## src/rtl/sbox_bram_loader_if.sv

```systemverilog
// Source stream and BRAM write/read port bundle for the masked S-box table loader.
// The master is the loader. The slave is the table source together with the BRAM.
interface sbox_bram_loader_if #(
    parameter int ADDR_W = 10,
    parameter int DATA_W = 8
);
    logic [DATA_W-1:0] src_data;
    logic              src_valid;
    logic              src_ready;
    logic [ADDR_W-1:0] wr_addr;
    logic [DATA_W-1:0] wr_data;
    logic              wr_en;
    logic [ADDR_W-1:0] rd_addr;
    logic              rd_en;
    logic [DATA_W-1:0] rd_data;

    modport master (
        input  src_data, src_valid, rd_data,
        output src_ready, wr_addr, wr_data, wr_en, rd_addr, rd_en
    );

    modport slave (
        output src_data, src_valid, rd_data,
        input  src_ready, wr_addr, wr_data, wr_en, rd_addr, rd_en
    );
endinterface

```

## src/rtl/sbox_bram_loader.sv

```systemverilog
// Loads DEPTH S-box table bytes into BRAM, then reads the table back and compares XOR checksums.
// table_ok stays low until a complete load has been verified.
module sbox_bram_loader #(
    parameter int ADDR_W = 10,
    parameter int DATA_W = 8,
    parameter int DEPTH  = 1024,
    parameter int RD_LAT = 2
) (
    input  logic                clk,
    input  logic                rst,
    input  logic                start,
    sbox_bram_loader_if.master  bus,
    output logic                busy,
    output logic                done,
    output logic                table_ok,
    output logic                err
);

    localparam int CNT_W = ADDR_W + 1;
    localparam logic [CNT_W-1:0] DEPTH_C = CNT_W'(DEPTH);
    localparam logic [CNT_W-1:0] LAST_C  = CNT_W'(DEPTH - 1);

    typedef enum logic [1:0] {IDLE, WRITE, VERIFY, CHECK} state_t;

    state_t            state, state_nxt;
    logic [CNT_W-1:0]  wcnt, icnt, rcnt;
    logic [DATA_W-1:0] wsum, rsum, rsum_nxt;
    logic [RD_LAT-1:0] rd_vld;
    logic              hs, capture;

    assign busy = (state != IDLE);
    assign done = (state == CHECK);

    // NOTE: every signal driven here gets a default first, so no path can infer a latch.
    always_comb begin
        bus.src_ready = (state == WRITE) && (wcnt < DEPTH_C);
        hs            = bus.src_valid && bus.src_ready;
        capture       = rd_vld[RD_LAT-1];
        rsum_nxt      = rsum ^ bus.rd_data;
        state_nxt     = state;
        case (state)
            IDLE:    if (start) state_nxt = WRITE;
            WRITE:   if (hs && wcnt == LAST_C) state_nxt = VERIFY;
            VERIFY:  if (capture && rcnt == LAST_C) state_nxt = CHECK;
            CHECK:   state_nxt = IDLE;
            default: state_nxt = IDLE;
        endcase
    end

    // NOTE: sequential state uses non-blocking assignments only, so every register samples pre-edge values.
    always_ff @(posedge clk) begin
        if (!rst) state <= IDLE;
        else      state <= state_nxt;
    end

    always_ff @(posedge clk) begin
        if (!rst) begin
            wcnt        <= '0;
            icnt        <= '0;
            rcnt        <= '0;
            wsum        <= '0;
            rsum        <= '0;
            rd_vld      <= '0;
            bus.wr_en   <= 1'b0;
            bus.wr_addr <= '0;
            bus.wr_data <= '0;
            bus.rd_en   <= 1'b0;
            bus.rd_addr <= '0;
            table_ok    <= 1'b0;
            err         <= 1'b0;
        end else begin
            bus.wr_en <= 1'b0;
            bus.rd_en <= 1'b0;
            // Bit k is high when a read issued k+1 cycles ago is outstanding.
            rd_vld[0] <= bus.rd_en;
            for (int i = 1; i < RD_LAT; i++) rd_vld[i] <= rd_vld[i-1];

            case (state)
                IDLE: begin
                    if (start) begin
                        wcnt     <= '0;
                        icnt     <= '0;
                        rcnt     <= '0;
                        wsum     <= '0;
                        rsum     <= '0;
                        table_ok <= 1'b0;
                        err      <= 1'b0;
                    end
                end
                WRITE: begin
                    if (hs) begin
                        bus.wr_en   <= 1'b1;
                        bus.wr_addr <= wcnt[ADDR_W-1:0];
                        bus.wr_data <= bus.src_data;
                        wsum        <= wsum ^ bus.src_data;
                        wcnt        <= wcnt + 1'b1;
                    end
                end
                VERIFY: begin
                    // Entering VERIFY coincides with the final wr_en, so reads start one cycle later.
                    if (icnt < DEPTH_C) begin
                        bus.rd_en   <= 1'b1;
                        bus.rd_addr <= icnt[ADDR_W-1:0];
                        icnt        <= icnt + 1'b1;
                    end
                    if (capture && rcnt < DEPTH_C) begin
                        rsum <= rsum_nxt;
                        rcnt <= rcnt + 1'b1;
                        if (rcnt == LAST_C) begin
                            table_ok <= (rsum_nxt == wsum);
                            err      <= (rsum_nxt != wsum);
                        end
                    end
                end
                default: ;
            endcase
        end
    end

endmodule

```

## src/flat_wrapper.sv

```systemverilog
// flat-port wrapper written by rule: the top's interface ports become plain ports
module sbox_bram_loader_flat 
#(
    parameter int ADDR_W = 10,
    parameter int DATA_W = 8,
    parameter int DEPTH  = 1024,
    parameter int RD_LAT = 2
)
  (clk, rst, start, busy, done, table_ok, err, bus_src_data, bus_src_valid, bus_rd_data, bus_src_ready, bus_wr_addr, bus_wr_data, bus_wr_en, bus_rd_addr, bus_rd_en);
  sbox_bram_loader_if #(.ADDR_W(ADDR_W), .DATA_W(DATA_W)) bus_i ();
  input  logic clk;
  input  logic rst;
  input  logic start;
  output logic busy;
  output logic done;
  output logic table_ok;
  output logic err;
  input wire logic [$bits(bus_i.src_data)-1:0] bus_src_data;
  input wire logic [$bits(bus_i.src_valid)-1:0] bus_src_valid;
  input wire logic [$bits(bus_i.rd_data)-1:0] bus_rd_data;
  output wire logic [$bits(bus_i.src_ready)-1:0] bus_src_ready;
  output wire logic [$bits(bus_i.wr_addr)-1:0] bus_wr_addr;
  output wire logic [$bits(bus_i.wr_data)-1:0] bus_wr_data;
  output wire logic [$bits(bus_i.wr_en)-1:0] bus_wr_en;
  output wire logic [$bits(bus_i.rd_addr)-1:0] bus_rd_addr;
  output wire logic [$bits(bus_i.rd_en)-1:0] bus_rd_en;
  assign bus_i.src_data = bus_src_data;
  assign bus_i.src_valid = bus_src_valid;
  assign bus_i.rd_data = bus_rd_data;
  assign bus_src_ready = bus_i.src_ready;
  assign bus_wr_addr = bus_i.wr_addr;
  assign bus_wr_data = bus_i.wr_data;
  assign bus_wr_en = bus_i.wr_en;
  assign bus_rd_addr = bus_i.rd_addr;
  assign bus_rd_en = bus_i.rd_en;
  sbox_bram_loader #(.ADDR_W(ADDR_W), .DATA_W(DATA_W), .DEPTH(DEPTH), .RD_LAT(RD_LAT)) u_core (.clk(clk), .rst(rst), .start(start), .bus(bus_i), .busy(busy), .done(done), .table_ok(table_ok), .err(err));
endmodule
```

## config.mk

```make
export PLATFORM = sky130hd
export DESIGN_NAME = sbox_bram_loader_flat
export DESIGN_NICKNAME = d
export VERILOG_FILES = /design/src/rtl/sbox_bram_loader_if.sv /design/src/rtl/sbox_bram_loader.sv /design/src/flat_wrapper.sv
export SDC_FILE = /design/constraint.sdc
export NUM_CORES = 1
export LEC_CHECK = 0
export ABC_AREA = 1
export BUFFER_PORTS_ARGS = -buffer_cell sky130_fd_sc_hd__buf_2
export CAP_MARGIN = 20
export CORE_AREA = 4 4 88 90
export DETAILED_ROUTE_END_ITERATION = 8
export DIE_AREA = 0 0 92 94
export PLACE_DENSITY_LB_ADDON = 0.12
export SYNTH_ARGS = -nofsm -noshare
export SYNTH_HDL_FRONTEND = slang
export SYNTH_SLANG_ARGS = --single-unit
```

## constraint.sdc

```tcl
create_clock -name clk -period 1.9 [get_ports clk]
set_clock_uncertainty 0.1 [all_clocks]
set_input_delay 0.38 -clock clk [delete_from_list [all_inputs] [get_ports clk]]
set_output_delay 0.38 -clock clk [all_outputs]
set_load 0.01 [all_outputs]
```

==> results.txt <==
Initial Util: 54.9%
Finish-stage setup viols: 0
Total die area: 8650 um^2
Delay of the slowest critical-path stage: 340 ps
Classification of the worst-slack hold path: in2reg
Synthesis-to-layout area growth: 18.0%
Tightest Pin Transition: 390 ps
Pins Over Slew Limit: 0
Hold Violations, Final: 0
Async set or reset register ratio after synthesis: 0%
Die Height: 94 um
Utilization of the core after routing: 64.7%
Count of port buffers added during placement: 54
Number of nets in the layout: 649
Largest fanout of any net on the critical path: 4
Total wirelength of the detailed-routed design: 8610 um
Number of nets with antenna violations after routing: 0
Via count: 3640
DIE WIDTH: 92 um
Met3 layer usage reported by global route: 3.69%
Overall global routing resource usage: 20.5%
Sequential area share after synthesis: 43.9%
Clock Sink Count: 85
Non-Filler Instances: 726
Htree depth: 3
Syn Std Cell Area: 3870 um^2
Most utilized layer in the global route result: met2
Peak ir drop on the vdd network: 0.000758 V
Number of antenna violations at the first check in global routing: 0
R2R Path Start: u_core.state[0]
Diode insertion count for antenna repair: 0
Total DRC errors in the routed layout: 0
Synth cell types: 29
Hold path cells: 3
DPL Wire Length: 6410 um
Max-Slew Margin vs Limit: 73.9%
Fraction of met1 tracks used by global routing: 25.3%
Worst endpoint data arrival time: 1360 ps
Crit path capture type: output port
Average wire per standard cell: 11.9 um
Type of the setup path with the least slack: reg2out
Area taken by multi-input logic gates: 1820 um^2
Period Utilization, post-route: 97.0%
Static leakage: 0.00207 uW
Max Cap Viol: 0
Post-CTS clock slew at the launch and capture registers of the worst setup and hold paths: 90 ps
Total gr overflow: 0
Total I/O pin count: 55
Post-Synthesis Mean Instance Area: 6.95 um^2
CP startpoint kind: flip-flop
TritonCTS buffer count: 9
Pin count of the biggest net entering global routing: 21
Number of flops mapped to enable cells by yosys: 0
Top Family by Delay on Critical Path: buffers and inverters
R2R Path End: u_core.rsum[1]
GR met2 Demand/Resource: 35.4%
Internal reg-to-reg setup slack: 150 ps
Outcome: complete, no violations
Mapped Nets: 584
Filler instances: 657
Power density cells: 1200 nW/um^2
Minimum clock period: 1840 ps
GP Congestion: 0.849
WP buf/inv: 4
Layout cells sized above 1: 17.9%
Hold Crit Endpoint: u_core.bus.wr_data[5]
Maximum count of clock buffers along a single path: 2
Latest clock arrival within the worst-skew pair: 350 ps
Via count of the first global-routing pass: 3263
Synthesis Warnings: 0
Primary flip-flop cell chosen by synthesis mapping: sky130_fd_sc_hd__dfxtp_1
Length of the first detailed-routing pass in iterations: 5
Number of placed instances with taps included: 707
Worst Hold Launch: bus_src_data[5]
Standard-cell row count: 31
Synth Register Bits: 85
Ordered cell list for the critical path: inv_2 -> ha_4 -> buf_4 -> inv_1 -> nor2_2 -> buf_2
TritonCTS clock tree: built
Maximum frequency from static timing analysis: 543 MHz
Worst endpoint required time: 1420 ps
Area of the core: 7060 um^2
Cells on worst reg2reg path: 10
Area occupied by registers: 1700 um^2
Routed vias/inst: 5.01
CP max-delay cell: sky130_fd_sc_hd__dfxtp_2
Root buffer selected by CTS: sky130_fd_sc_hd__clkbuf_8
Number of instances in the synthesized netlist: 557
First-pass GRT wire length: 14400 um
Drt first-iter violations: 166
==> where the power goes <==
group	switching, uW	internal (uW)	total [uW]	leakage, uW
Combinational	1240	745	1990	0.00129
Clock	635	646	1280	0.0000959
Sequential	160	2050	2210	0.000691
Total	2040	3440	5470	0.00207
==> registers in the layout, summed over array words and instances, names as in the netlist, 2 cells and up <==
name	count
u_core.icnt	11
u_core.rcnt	11
u_core.wcnt	11
u_core.bus.rd_addr	10
u_core.bus.wr_addr	10
u_core.bus.wr_data	8
u_core.rsum	8
u_core.wsum	8
u_core.rd_vld	2
u_core.state	2
==> cell families (layout without fill, tap and decap cells) <==
logic type,count (synthesis),count (layout),share of synthesized area [%]
and+or+nand+nor,253,253,27.9
AOI/OAI and AO/OA,113,113,15.1
buffers and inverters,96,166,10.1
DFF,85,85,43.9
adders and majority gates,7,7,2.26
xor gates and xnor gates,3,3,0.679
==> metrics by stage <==
stage | setup TNS, ps | setup WS (ps) | instance area, um^2 | hold WS (ps) | total power [uW]
after global routing | -9.06 | -8.41 | 4570 | 206 | 5860
after floorplan | 0 | 233 | 3870 | 290 | 3530
after CTS | 0 | 29.1 | 4530 | 190 | 5420
final | 0 | 57.2 | 4570 | 204 | 5470
after global placement | 0 | 137 | 4310 | 334 | 4030
after detailed placement | 0 | 69.0 | 4310 | 331 | 4090
==> Yosys cell counts, types with 2 or more instances <==
library cell,n,area [um^2]
sky130_fd_sc_hd__buf_6,3,33.8
sky130_fd_sc_hd__xor2_1,3,26.3
sky130_fd_sc_hd__nand2_1,131,492
sky130_fd_sc_hd__buf_1,3,11.3
sky130_fd_sc_hd__o21ai_1,2,10.0
sky130_fd_sc_hd__nand3_1,52,260
sky130_fd_sc_hd__inv_2,2,7.51
sky130_fd_sc_hd__buf_2,6,30.0
sky130_fd_sc_hd__dfxtp_1,85,1700
sky130_fd_sc_hd__ha_1,7,87.6
sky130_fd_sc_hd__nor2_1,48,180
sky130_fd_sc_hd__a21oi_1,60,300
sky130_fd_sc_hd__nand4_1,3,18.8
sky130_fd_sc_hd__clkbuf_1,6,22.5
sky130_fd_sc_hd__o21ai_0,45,225
sky130_fd_sc_hd__nand2_2,2,12.5
sky130_fd_sc_hd__inv_1,76,285
sky130_fd_sc_hd__nor3_1,8,40.0
sky130_fd_sc_hd__nor2_2,5,31.3
==> tightest hold or removal path, stage by stage <==
cell and delay, ps:
sky130_fd_sc_hd__buf_2 110, sky130_fd_sc_hd__nand3_1 70, sky130_fd_sc_hd__a21oi_1 60
==> what timing repair did <==
| action | 4_1_cts | 5_1_grt |
|---|---|---|
| endpoints found under the setup margin | 1 | 36 |
| buffers inserted | 0 | 3 |
| endpoints found under the hold margin | 0 | 0 |
| hold buffers | 0 | 0 |
| gates resized for setup | 4 | 12 |
| pin swaps | 0 | 1 |
==> worst max path at each step <==
stage,startpoint,to,cells after the start
global placement,u_core.state[0],u_core.rcnt[7],7
global route,u_core.state[1],bus_src_ready,6
detailed placement,u_core.state[0],u_core.rcnt[9],8
finish,u_core.state[1],bus_src_ready,6
floorplan,u_core.state[1],bus_src_ready,5
CTS,u_core.state[0],bus_src_ready,5
==> per-layer routing <==
metal / vias to the layer above / routed length [um] / part of all wire (%)
met3: 10 / 391 / 4.5
met1: 1651 / 3850 / 45
met2: 73 / 4240 / 49
met4: 0 / 128 / 1.5
met5: - / 0 / 0
li1: 1906 / - / -
==> placed cells by master (no fill, tap or decap), types with 8 or more instances in the layout <==
cell type and instances:
sky130_fd_sc_hd__nand2_1 129, sky130_fd_sc_hd__dfxtp_1 83, sky130_fd_sc_hd__inv_1 72, sky130_fd_sc_hd__a21oi_1 60
sky130_fd_sc_hd__buf_2 54, sky130_fd_sc_hd__nand3_1 52, sky130_fd_sc_hd__nor2_1 48, sky130_fd_sc_hd__o21ai_0 44
sky130_fd_sc_hd__buf_4 16, sky130_fd_sc_hd__clkbuf_8 10, sky130_fd_sc_hd__nor3_1 8
==> layout make-up <==
class                      instances  share of cell area, %
tap                               99                   2.71
multi-input combinational        376                   39.7
clock buffer                      11                   3.09
inverter                          78                   6.46
sequential                        85                   37.3
timing repair buffer              72                   9.42
clock inverter                     5                   1.29
No activity file was read; power rests on OpenSTA's default activity.
